**src/rtl/alu_sequencer.sv**
```systemverilog
// Command-driven sequencer for an 8-bit ALU datapath: accumulator, operand, one-hot select and overflow handling.
// Optional ALU_SEQ_SATURATE_EN: a qualified overflow saturates the result and completes normally instead of erroring.
//
// state | meaning
// ------+-------------------------------------------------------------
// OFF   | parked; on=1 moves to READY; accumulator retained
// READY | cmd_ready=1 while on=1; accepts one command
// EXEC  | ALU inputs driven; non-MULT result sampled at end of cycle
// WAIT  | MULT latency beyond the first cycle, timed by down-counter
// RESP  | response presented until rsp_ready
// ERROR | overflow response presented until rsp_ready
module alu_sequencer #(
  parameter int WIDTH    = 8,
  parameter int MULT_LAT = 2
) (
  input  logic             clk,
  input  logic             rst,
  input  logic             on,
  input  logic             cmd_valid,
  output logic             cmd_ready,
  input  logic             cmd_load,
  input  logic [2:0]       cmd_op,
  input  logic [WIDTH-1:0] cmd_operand,
  output logic [WIDTH-1:0] alu_a,
  output logic [WIDTH-1:0] alu_b,
  output logic [6:0]       alu_sel,
  input  logic [WIDTH-1:0] alu_result,
  input  logic             alu_overflow,
  output logic             rsp_valid,
  input  logic             rsp_ready,
  output logic [WIDTH-1:0] rsp_data,
  output logic             rsp_error,
  output logic             error,
  output logic [2:0]       state
);

  typedef enum logic [2:0] {
    S_OFF   = 3'd0,
    S_READY = 3'd1,
    S_EXEC  = 3'd2,
    S_WAIT  = 3'd3,
    S_RESP  = 3'd4,
    S_ERROR = 3'd5
  } state_t;

  localparam bit         HAS_WAIT  = (MULT_LAT > 1);
  localparam logic [2:0] WAIT_INIT = 3'(HAS_WAIT ? MULT_LAT - 2 : 0);

  state_t     st;
  logic [2:0] cnt;
  logic [6:0] sel_dec;
  logic       qual_ovf;
  logic       sample_now;

  assign state     = st;
  assign cmd_ready = (st == S_READY) && on;
  assign rsp_valid = (st == S_RESP) || (st == S_ERROR);

  assign sel_dec  = 7'(8'd1 << cmd_op);
  // Overflow only means something for the arithmetic ops.
  assign qual_ovf = alu_overflow && (alu_sel[4] || alu_sel[5] || alu_sel[6]);
  assign sample_now = ((st == S_EXEC) && (!alu_sel[6] || !HAS_WAIT)) ||
                      ((st == S_WAIT) && (cnt == 3'd0));

`ifdef ALU_SEQ_SATURATE_EN
  logic [WIDTH-1:0] sat_val;
  assign sat_val = alu_sel[5] ? '0 : '1;
`endif

  always_ff @(posedge clk or negedge rst) begin
    if (!rst) begin
      st        <= S_OFF;
      cnt       <= '0;
      alu_a     <= '0;
      alu_b     <= '0;
      alu_sel   <= '0;
      rsp_data  <= '0;
      rsp_error <= 1'b0;
      error     <= 1'b0;
    end else begin
      case (st)
        S_OFF: begin
          if (on) st <= S_READY;
        end
        S_READY: begin
          if (!on) begin
            st <= S_OFF;
          end else if (cmd_valid) begin
            error <= 1'b0;
            if (cmd_load) begin
              alu_a     <= cmd_operand;
              rsp_data  <= cmd_operand;
              rsp_error <= 1'b0;
              st        <= S_RESP;
            end else if (cmd_op == 3'd7) begin
              rsp_data  <= alu_a;
              rsp_error <= 1'b1;
              st        <= S_RESP;
            end else begin
              alu_b   <= cmd_operand;
              alu_sel <= sel_dec;
              st      <= S_EXEC;
            end
          end
        end
        S_EXEC, S_WAIT: begin
          if (sample_now) begin
            rsp_data <= alu_result;
            alu_sel  <= '0;
            if (qual_ovf) begin
              error     <= 1'b1;
              rsp_error <= 1'b1;
`ifdef ALU_SEQ_SATURATE_EN
              alu_a    <= sat_val;
              rsp_data <= sat_val;
              st       <= S_RESP;
`else
              st <= S_ERROR;
`endif
            end else begin
              alu_a     <= alu_result;
              rsp_error <= 1'b0;
              st        <= S_RESP;
            end
          end else if (st == S_EXEC) begin
            cnt <= WAIT_INIT;
            st  <= S_WAIT;
          end else begin
            cnt <= cnt - 3'd1;
          end
        end
        S_RESP, S_ERROR: begin
          if (rsp_ready) st <= on ? S_READY : S_OFF;
        end
        default: st <= S_OFF;
      endcase
    end
  end

endmodule

```
**config.mk**
```make
export PLATFORM = sky130hd
export DESIGN_NAME = alu_sequencer
export DESIGN_NICKNAME = d
export VERILOG_FILES = /design/src/rtl/alu_sequencer.sv
export SDC_FILE = /design/constraint.sdc
export NUM_CORES = 1
export LEC_CHECK = 0
export BUFFER_PORTS_ARGS = -buffer_cell sky130_fd_sc_hd__buf_2
export CAP_MARGIN = 20
export CORE_ASPECT_RATIO = 1.4
export CORE_MARGIN = 2
export CORE_UTILIZATION = 54
export CTS_CLUSTER_SIZE = 12
export DETAILED_ROUTE_END_ITERATION = 16
export GPL_TIMING_DRIVEN = 0
export PLACE_DENSITY = 0.89
export REMOVE_ABC_BUFFERS = 1
export SYNTH_ARGS = -nofsm -noshare
export SYNTH_HDL_FRONTEND = slang
export SYNTH_SLANG_ARGS = --single-unit
export TNS_END_PERCENT = 10
```
**constraint.sdc**
```tcl
create_clock -name clk -period 3.41 [get_ports clk]
set_input_delay 0.341 -clock clk [delete_from_list [all_inputs] [get_ports clk]]
set_output_delay 0.341 -clock clk [all_outputs]
set_load 0.02 [all_outputs]
```
==> results of run 1 <==
## per-stage QoR
step / area (um2) / utilization
6_report: 2450 / 0.679
5_1_grt: 2450 / 0.679
4_1_cts: 2450 / 0.679
3_5_place_dp: 2350 / 0.650
3_3_place_gp: 2340 / 0.647
2_1_floorplan: 1970 / -
## metal layers
layer | vias up | global-route usage
li1 | 758 | -
met1 | 788 | 0.260
met2 | 67 | 0.370
met3 | 5 | 0.0492
met4 | 0 | 0.0780
met5 | - | 0
## worst min path at each step
stage	start	endpoint	slack [ps]	cells after the start
after floorplan	rst	alu_a[0]	50	0
after global placement	cnt[1]	cnt[1]	470	2
after detailed placement	cnt[2]	cnt[2]	480	2
after CTS	rst	rsp_data[3]	180	1
after global routing	rst	rsp_data[4]	220	1
final	rst	rsp_data[4]	140	1
## cell families after synthesis
family / after synthesis / share of synthesized area
AOI/OAI and AO/OA: 29 / 0.0998
adders and majority gates: 2 / 0.0124
buffers and inverters: 14 / 0.0366
DFF: 39 / 0.483
muxes: 39 / 0.213
and+or+nand+nor: 57 / 0.156
## report_power, final
group / internal (W) / total, W / switching [W]
registers: 0.000664 / 0.000799 / 0.000136
logic: 0.000466 / 0.00106 / 0.000599
clock network: 0.000214 / 0.000373 / 0.000159
total: 0.00134 / 0.00224 / 0.000893
## cell type report
| cell class | instances | area (um2) | area share |
|---|---|---|---|
| Timing Repair Buffer | 64 | 327 | 0.133 |
| Clock inverter | 2 | 37.5 | 0.0153 |
| Sequential cell | 39 | 976 | 0.398 |
| Tap cell | 42 | 52.6 | 0.0214 |
| Inverter | 6 | 22.5 | 0.00918 |
| Multi-Input combinational cell | 127 | 970 | 0.395 |
| Clock buffer | 5 | 68.8 | 0.0280 |
## cell usage in the layout (no fill, tap or decap), types with 2 or more instances in the layout
master    count
o21ai_0      16
nor3b_1       3
nand3_1       3
nand2_1      31
clkbuf_8      5
mux2_2       29
dfrtp_1      39
nor2b_1       4
nor4b_1       2
buf_2        63
nor3_1        2
nor2_1        2
inv_1         6
a21oi_1       3
mux2_1        2
ha_1          2
mux2i_1       8
nand2b_1      2
## worst max-delay path, delay by kind of cell (launching register included)
| kind | cells | cell delay (ps) |
|---|---|---|
| adder cells (fa/ha/maj) | 2 | 410 |
| buffers and inverters | 1 | 60 |
| multiplexers | 1 | 400 |
| flip-flops | 1 | 380 |
| AND/OR/NAND/NOR | 2 | 670 |
| AO/OA/AOI/OAI | 1 | 180 |
## flip-flops by register name, summed over array words and instances, names as in the netlist
register	flops
rsp_data	8
state	3
alu_a	8
rsp_error	1
cnt	3
error	1
alu_sel	7
alu_b	8
==> flow_summary_export.csv, run 1 <==
group,metric,value,unit
status,outcome,"completed",
job,maxCapViolations,0,
setup_path,endpoint_of_the_worst_setup_timing_path,"rsp_data[5]",
clock_tree,cts.sinks,39,
synthesis,postSynthAreaPerCell,11.2,um2
placement,hpwlAfterDp,3120,um
timing,fin_worst_skew,4.81,ps
placement,gp_congestion,0.739,
setup_path,timing.rr.start,"cnt[0]",
clock_tree,cts_htree_levels,2,
setup_path,setup.worst_path.start_class,"flop",
synthesis,yosys.cell_count.top_type,"dfrtp_1",
setup_path,rr_endpoint,"rsp_data[5]",
synthesis,synth_enable_flop_cells,0,
synthesis,dominantRegCellSynth,"dfrtp_1",
floorplanning,top_level_ports,64,
routing,iteration_0_drc_count_of_the_detailed_router,39,
setup_path,timing.critical_path.mode_cell,"ha_1",
routing,finalWirelength,4310,um
routing,met3RoutedLength,327,um
final_layout,final.fill_count,282,
timing,setup_viol,0,
timing,slew-limit-headroom,0.442,
timing,worst_hold_slack,145,ps
final_layout,area.growth.synth_to_final,21.5,%
grt,grt_first_pass_wirelength,7220,um
final_layout,diodes,0,
timing,grt_setup_unrepaired,"false",
setup_path,startpoint,"cnt[0]",
floorplanning,floorplan.rows,26,
routing,drc_errors,0,
setup_path,path_class,"reg -> reg",
placement,placement.io_buffers,63,
final_layout,design.final.nets,271,
routing,detail_routed_via_count_per_cell,5.68,
floorplanning,floorplan.die_area,4250,um2
clock_tree,cts.hold.buffers_added,0,
setup_path,cp.arrival,2390,ps
timing,report.final.hold_viol_count,0,
clock_tree,post_cts_resize_count,0,
grt,antenna_found_initial,0,
clock_tree,tritoncts.num_buffers,5,
synthesis,synthTopCellsByArea,"dfrtp_1, mux2_2, nand2_1",
synthesis,synth_top_cell_area_share,0.483,
routing,via_count,1618,
timing,worst_pin_slew,837,ps
routing,post_detailed_route_count_of_antenna_violating_nets,0,
setup_path,master_of_the_slowest_instance_on_the_critical_path,"nand2b_1",
synthesis,number_of_unique_standard_cell_types_used_by_synthesis,38,
clock_tree,clock_path_buffers,2,
grt,grt_pass1_vias,1612,
timing,setup-tns-final,0,ps
floorplanning,die_h,76.4,um
timing,finalMaxSlewViolations,0,
setup_path,timing.critical_path.to_type,"flop",
clock_tree,cts.clk_slew.worst_paths,70,ps
setup_path,critPathMaxStageDelay,500,ps
synthesis,postSynthCellCount,180,
timing,period_needed,2210,ps
pwr,vdd.ir_drop.worst,572,uV
floorplanning,core_region_area,3610,um2
clock_tree,clock_tree.root_cell,"clkbuf_8",
setup_path,rrSetupSlack,1200,ps
synthesis,synthesis.area,2020,um2
pwr,power,0.00224,W
clock_tree,tritoncts_clock_tree,"done",
synthesis,netlist.top_cell.by_area,"dfrtp_1",
routing,route.layer.met1.wl,1650,um
routing,drt_pass1_iterations,4,
final_layout,fin_cells,285,
setup_path,critical_path.max_fanout,10,
floorplanning,die_w,55.7,um
grt,grt_max_degree,40,
setup_path,path_cells,"inv_1 -> ha_1 -> ha_1 -> nand3b_1 -> o211ai_2 -> nand2b_1 -> mux2_2",
worst_hold_path,path_category_of_the_worst_min_delay_check,"in -> async",
synthesis,ys.warnings.count,0,
routing,detailroute.wirelength.met2,2280,um
clock_tree,clk_latency,290,ps
clock_tree,cts_setup_buffers,0,
floorplanning,floorplan.initialDensity,0.559,
timing,final_ws_setup,1200,ps
synthesis,post_synth_most_frequent_cells,"dfrtp_1, nand2_1, mux2_2, o21ai_0, mux2i_1",
setup_path,reg2regPathDepth,7,
routing,highest-signal-layer,"met4",
final_layout,post_route_cells_drive_above_1_share,0.436,
placement,placement.setup.worst_slack,1190,ps
routing,drt-wirelength-per-cell,15.1,um
setup_path,worst_ep_required_time,3590,ps
timing,layout_worst_path_cycle_share,0.649,
timing,fmaxAchievable,0.452,GHz
synthesis,ys_async_sr_fraction,1.00,
grt,grt.total_usage,0.215,
synthesis,ys_seq_area_frac,0.483,
pwr,p_leak,1.22,nW
synthesis,yosys_register_bits,39,
pwr,powerDensity,911,nW/um2
placement,placedCellCount,278,
grt,globalRouteOverflowTotal,0,
Note: power is estimated with default switching activity, not from simulation.
==> run 2, diff against run 1 <==
--- a/config.mk
+++ b/config.mk
@@ -5,15 +5,16 @@
 export SDC_FILE = /design/constraint.sdc
 export NUM_CORES = 1
 export LEC_CHECK = 0
+export ABC_AREA = 1
 export BUFFER_PORTS_ARGS = -buffer_cell sky130_fd_sc_hd__buf_2
 export CAP_MARGIN = 20
 export CORE_ASPECT_RATIO = 1.4
 export CORE_MARGIN = 2
-export CORE_UTILIZATION = 54
+export CORE_UTILIZATION = 51
 export CTS_CLUSTER_SIZE = 12
 export DETAILED_ROUTE_END_ITERATION = 16
 export GPL_TIMING_DRIVEN = 0
-export PLACE_DENSITY = 0.89
+export PLACE_DENSITY = 0.84
 export REMOVE_ABC_BUFFERS = 1
 export SYNTH_ARGS = -nofsm -noshare
 export SYNTH_HDL_FRONTEND = slang
==> constraint.sdc (replaced) <==
create_clock -name clk -period 2.2 [get_ports clk]
set_input_delay 0.22 -clock clk [delete_from_list [all_inputs] [get_ports clk]]
set_output_delay 0.22 -clock clk [all_outputs]
set_load 0.02 [all_outputs]
==> run 2 against run 1 <==
Effect of this change:
- clock-buffer cell count is 1 higher
- first-iteration DRC count up 110%
- largest power group unchanged
- setup slack worse by 900 ps
==> flow_summary_export.csv, run 2 <==
group,metric,value,unit
routing,via_count,2026,
grt,grt_pass1_vias,1938,
setup_path,setup.worst_path.start_class,"flop",
synthesis,adder_cell_area_share_of_the_yosys_netlist,0.0120,
grt,grt.total_usage,0.236,
routing,drt_pass1_iterations,4,
final_layout,design.final.nets,374,
synthesis,post_synth_most_frequent_cells,"nand2_1, dfrtp_1, nand3_1, o21ai_0",
routing,post_detailed_route_count_of_antenna_violating_nets,0,
setup_path,reg2regPathDepth,10,
floorplanning,floorplan.initialDensity,0.533,
timing,layout_worst_path_cycle_share,0.866,
floorplanning,die_w,58.1,um
final_layout,layout_commonest_cell,"nand2_1",
final_layout,finalInstanceArea,2540,um2
synthesis,synthMuxAreaShare,0,
setup_path,worst_ep_required_time,2390,ps
synthesis,dominantRegCellSynth,"dfrtp_1",
placement,gp_congestion,0.881,
floorplanning,top_level_ports,64,
synthesis,synthTopCellsByArea,"dfrtp_1, nand2_1, nand3_1",
routing,finalWirelength,4970,um
synthesis,ys.warnings.count,0,
synthesis,ys_async_sr_fraction,1.00,
synthesis,synth_compound_gate_area_share,0.0659,
clock_tree,cts.hold.buffers_added,0,
routing,detail_routed_via_count_per_cell,5.19,
setup_path,timing.critical_path.to_type,"flop",
synthesis,synth_enable_flop_cells,0,
clock_tree,clock_tree.root_cell,"clkbuf_8",
setup_path,startpoint,"cnt[0]",
timing,setup-tns-final,0,ps
routing,drt-wirelength-per-cell,12.7,um
setup_path,rrSetupSlack,290,ps
synthesis,netlist.top_cell.by_area,"dfrtp_1",
clock_tree,tritoncts_clock_tree,"done",
synthesis,synth_xor_area_frac,0,
timing,slew-limit-headroom,0.428,
pwr,powerDensity,1390,nW/um2
floorplanning,floorplan.rows,27,
synthesis,yosys_register_bits,39,
placement,hpwlAfterDp,3600,um
grt,antenna_found_initial,0,
synthesis,combinational_family_with_the_most_area_after_synthesis,"simple AND/OR/NAND/NOR gates",
grt,globalRouteOverflowTotal,0,
clock_tree,cts.clk_slew.worst_paths,80,ps
timing,fmaxAchievable,0.525,GHz
worst_hold_path,path_category_of_the_worst_min_delay_check,"in -> async",
final_layout,fin_cells,390,
grt,grt_max_degree,40,
final_layout,commonest_cells_after_routing_fill_and_taps_aside,"nand2_1, buf_2, dfrtp_1",
clock_tree,cts.sinks,39,
timing,setup_viol,0,
final_layout,area.growth.synth_to_final,21.6,%
timing,period_needed,1910,ps
synthesis,yosys.cell_count.top_type,"nand2_1",
routing,drc_errors,0,
timing,finalMaxSlewViolations,0,
synthesis,postSynthCellCount,283,
final_layout,top_regs,"alu_a: 8 flops, alu_b: 8 flops, rsp_data: 8 flops",
timing,grt_setup_unrepaired,"false",
setup_path,timing.rr.start,"cnt[0]",
floorplanning,core_region_area,3920,um2
setup_path,critical_path.max_fanout,27,
clock_tree,post_cts_resize_count,0,
final_layout,post_route_cells_drive_above_1_share,0.239,
synthesis,synth-simple-area-share,0.391,
pwr,p_leak,1.51,nW
setup_path,rr_endpoint,"alu_a[2]",
placement,placed_area,2410,um2
floorplanning,die_h,79.7,um
setup_path,cp.arrival,2090,ps
final_layout,final.fill_count,359,
clock_tree,clk_latency,290,ps
timing,worst_pin_slew,858,ps
synthesis,ys_seq_area_frac,0.467,
synthesis,postSynthAreaPerCell,7.38,um2
clock_tree,cts_htree_levels,2,
job,maxCapViolations,0,
synthesis,synth_top_cell_area_share,0.467,
routing,iteration_0_drc_count_of_the_detailed_router,82,
grt,grt_first_pass_wirelength,8450,um
synthesis,number_of_unique_standard_cell_types_used_by_synthesis,20,
clock_tree,clock_path_buffers,2,
synthesis,synthesis.area,2090,um2
placement,placedCellCount,382,
setup_path,path_class,"reg -> reg",
final_layout,diodes,0,
status,outcome,"completed",
timing,fin_worst_skew,3.44,ps
timing,report.final.hold_viol_count,0,
placement,placement.io_buffers,63,
clock_tree,cts_setup_buffers,0,
floorplanning,floorplan.die_area,4630,um2
clock_tree,tritoncts.num_buffers,5,
timing,worst_hold_slack,38.0,ps
pwr,vdd.ir_drop.worst,1280,uV
[run 2: cell count changes after synthesis, sizes merged, moves of 8 or more]
cell | previous run | this run
inv | 6 | 22
mux2i | 8 | 0
mux2 | 31 | 0
nand2 | 31 | 127
nand3 | 3 | 33
nor2 | 2 | 23
[run 2: worst max-delay path by stage]
| stage | to | slack [ps] |
|---|---|---|
| 2_1_floorplan | alu_a[0] | 570 |
| 3_3_place_gp | alu_a[1] | 360 |
| 3_5_place_dp | alu_a[2] | 300 |
| 4_1_cts | alu_a[2] | 280 |
| 5_1_grt | alu_a[2] | 90 |
| 6_report | alu_a[2] | 290 |
[run 2: kinds of logic after synthesis]
kind of cell	after synthesis
flip-flops	39
buffers and inverters	29
AND/OR/NAND/NOR	186
AO/OA/AOI/OAI	27
adder cells (fa/ha/maj)	2
[run 2: per-layer routing]
| layer | share of wire | up-vias | wire, um | GRT usage |
|---|---|---|---|---|
| li1 | - | 1022 | - | - |
| met1 | 0.42 | 941 | 2080 | 0.295 |
| met2 | 0.51 | 56 | 2560 | 0.391 |
| met3 | 0.048 | 7 | 238 | 0.0502 |
| met4 | 0.018 | 0 | 90 | 0.0977 |
| met5 | 0 | - | 0 | 0 |
[run 2: worst max-delay path: stages (launching register included)]
cell	delay, ps
dfrtp_1	370
inv_1	90
ha_1	170
ha_1	170
nand2_1	90
nand3_4	150
nand2_4	80
nor2_8	310
nand2_2	200
nand2_1	110
nand2_1	50
[run 2: stage by stage]
step	power [W]	setup WS (ps)	util
after floorplan	0.00232	575	-
after global placement	0.00280	357	0.614
after detailed placement	0.00285	298	0.614
after CTS	0.00355	281	0.648
after global routing	0.00381	89.6	0.648
final	0.00353	294	0.648
[run 2: layout make-up]
cell class,instances,area [um2],area share
Sequential cell,39,976,0.384
Tap cell,43,53.8,0.0212
Inverter,22,82.6,0.0325
Multi-Input combinational cell,215,980,0.386
Timing Repair Buffer,63,315,0.124
Clock buffer,6,72.6,0.0286
Clock inverter,2,60.1,0.0236
[run 2: report_power, final]
part | internal (W) | total, W | switching, W
Clock | 0.000453 | 0.000703 | 0.000250
Combinational | 0.000510 | 0.00165 | 0.00114
Sequential | 0.000992 | 0.00118 | 0.000186
Total | 0.00196 | 0.00353 | 0.00157
==> run 3, diff against run 2 <==
--- a/config.mk
+++ b/config.mk
@@ -10,11 +10,11 @@
 export CAP_MARGIN = 20
 export CORE_ASPECT_RATIO = 1.4
 export CORE_MARGIN = 2
-export CORE_UTILIZATION = 51
+export CORE_UTILIZATION = 55
 export CTS_CLUSTER_SIZE = 12
 export DETAILED_ROUTE_END_ITERATION = 16
-export GPL_TIMING_DRIVEN = 0
-export PLACE_DENSITY = 0.84
+export GPL_TIMING_DRIVEN = 1
+export PLACE_DENSITY = 0.9
 export REMOVE_ABC_BUFFERS = 1
 export SYNTH_ARGS = -nofsm -noshare
 export SYNTH_HDL_FRONTEND = slang
==> constraint.sdc (replaced) <==
create_clock -name clk -period 2.25 [get_ports clk]
set_input_delay 0.225 -clock clk [delete_from_list [all_inputs] [get_ports clk]]
set_output_delay 0.225 -clock clk [all_outputs]
set_load 0.02 [all_outputs]
==> run 3 against run 2 <==
Effect of this change:
- fmax up 1.0%
- routed wire length grew 2.9%
- critical path type unchanged
- die area down 6.8%
- critical path depth unchanged
==> flow_summary_export.csv, run 3 (synthesis gave the netlist of run 2 again) <==
group,metric,value,unit
timing,finalMaxSlewViolations,0,
grt,grt_first_pass_wirelength,8920,um
grt,antenna_found_initial,0,
grt,globalRouteOverflowTotal,0,
clock_tree,clock_tree.root_cell,"clkbuf_8",
grt,gr-max-usage-layer,"met2",
setup_path,timing.critical_path.to_type,"flop",
grt,grt.total_usage,0.260,
routing,drt_pass1_iterations,4,
timing,grt_setup_unrepaired,"false",
grt,use_met3,0.0506,
clock_tree,cts.hold.buffers_added,0,
final_layout,commonest_cells_after_routing_fill_and_taps_aside,"nand2_1, buf_2, dfrtp_1",
floorplanning,die_h,76.9,um
timing,setup_viol,0,
final_layout,top_regs,"alu_a: 8 flops, alu_b: 8 flops, rsp_data: 8 flops",
timing,worst_pin_slew,857,ps
setup_path,path_class,"reg -> reg",
timing,slew-limit-headroom,0.429,
setup_path,cp.arrival,2070,ps
setup_path,path_cells,"inv_1 -> ha_1 -> ha_1 -> nand2_1 -> nand3_4 -> nand2_4 -> nor2_8 -> nand2_2 -> nand2_1 -> nand2_1",
routing,via_count,2098,
job,maxCapViolations,0,
final_layout,layout_commonest_cell,"nand2_1",
status,outcome,"completed",
routing,drt-wirelength-per-cell,13.1,um
grt,met1_usage_grt,0.312,
setup_path,setup.worst_path.start_class,"flop",
final_layout,final.fill_count,309,
setup_path,critical_path.max_fanout,27,
placement,placement.io_buffers,63,
clock_tree,cts_htree_levels,2,
setup_path,critical_path.n_buffers_inverters,1,
clock_tree,cts_setup_buffers,0,
final_layout,diodes,0,
setup_path,master_of_the_slowest_instance_on_the_critical_path,"dfrtp_1",
placement,gp_congestion,0.848,
timing,report.final.hold_viol_count,0,
clock_tree,clock_path_buffers,2,
placement,placement.setup.worst_slack,408,ps
final_layout,multiInputGateArea,980,um2
grt,grt_max_degree,40,
setup_path,timing.critical_path.mode_cell,"nand2_1",
timing,setup-tns-final,0,ps
worst_hold_path,path_category_of_the_worst_min_delay_check,"in -> async",
timing,final_ws_setup,363,ps
floorplanning,floorplan.rows,26,
routing,detail_routed_via_count_per_cell,5.38,
grt,grtUsageMet2,0.451,
pwr,powerDensity,1340,nW/um2
timing,fin_worst_skew,7.67,ps
clock_tree,tritoncts_clock_tree,"done",
placement,placedCellCount,382,
routing,finalWirelength,5120,um
timing,period_needed,1890,ps
floorplanning,top_level_ports,64,
clock_tree,cts.sinks,39,
floorplanning,die_w,56.1,um
routing,drc_errors,0,
final_layout,area.growth.synth_to_final,21.2,%
final_layout,regArea,976,um2
final_layout,fin_cells,390,
pwr,vdd.ir_drop.worst,854,uV
final_layout,post_route_cells_drive_above_1_share,0.244,
clock_tree,cts.clk_slew.worst_paths,80,ps
clock_tree,tritoncts.num_buffers,5,
grt,grt_pass1_vias,1995,
setup_path,worst_ep_required_time,2430,ps
floorplanning,floorplan.die_area,4310,um2
final_layout,layout.core_utilization,0.695,
setup_path,critPathMaxStageDelay,370,ps
floorplanning,floorplan.initialDensity,0.573,
routing,iteration_0_drc_count_of_the_detailed_router,96,
floorplanning,core_region_area,3640,um2
setup_path,kind_of_cell_with_the_highest_combined_delay_on_the_critical_path,"simple AND/OR/NAND/NOR gates",
timing,layout_worst_path_cycle_share,0.838,
clock_tree,post_cts_resize_count,0,
final_layout,design.final.nets,375,
pwr,p_leak,1.51,nW
clock_tree,clk_latency,290,ps
timing,fmaxAchievable,0.530,GHz
routing,post_detailed_route_count_of_antenna_violating_nets,0,
placement,hpwlAfterDp,3750,um
==> run 3: routing by layer <==
layer,wire (um),part of all wire
met2,2650,0.52
met4,129,0.025
met3,305,0.060
met5,0,0
met1,2030,0.40
==> run 3: path summary, 6_finish.rpt <==
check | from | to | slack [ps] | cells after the start
max in group asynchronous | rst | alu_sel[1] | 1670 | 1
max | cnt[0] | alu_a[3] | 360 | 10
min in group clk | cmd_operand[2] | alu_b[2] | 150 | 3
max reg2reg | cnt[0] | alu_a[3] | 360 | 10
min | rst | error | 30 | 1
min reg2reg | rsp_data[1] | rsp_data[1] | 470 | 2
==> run 3: per-stage QoR <==
step	hold slack [ps]	total power (W)	area, um2
after floorplan	-70.6	0.00227	2040
after global placement	374	0.00273	2410
after detailed placement	386	0.00279	2410
after CTS	69.0	0.00340	2530
after global routing	102	0.00364	2530
final	32.8	0.00339	2530
==> run 3: layout make-up <==
cell class	count	share of cell area
clock buffer	6	0.0326
clock inverter	2	0.0138
inverter	22	0.0326
multi-input combinational	215	0.387
sequential	39	0.386
tap	42	0.0208
timing repair buffer	64	0.128
==> run 3: power breakdown <==
group	total [W]	leakage (nW)	switching, W	internal, W
logic	0.00161	0.950	0.00111	0.000501
registers	0.00117	0.502	0.000197	0.000970
clock network	0.000611	0.0612	0.000252	0.000359
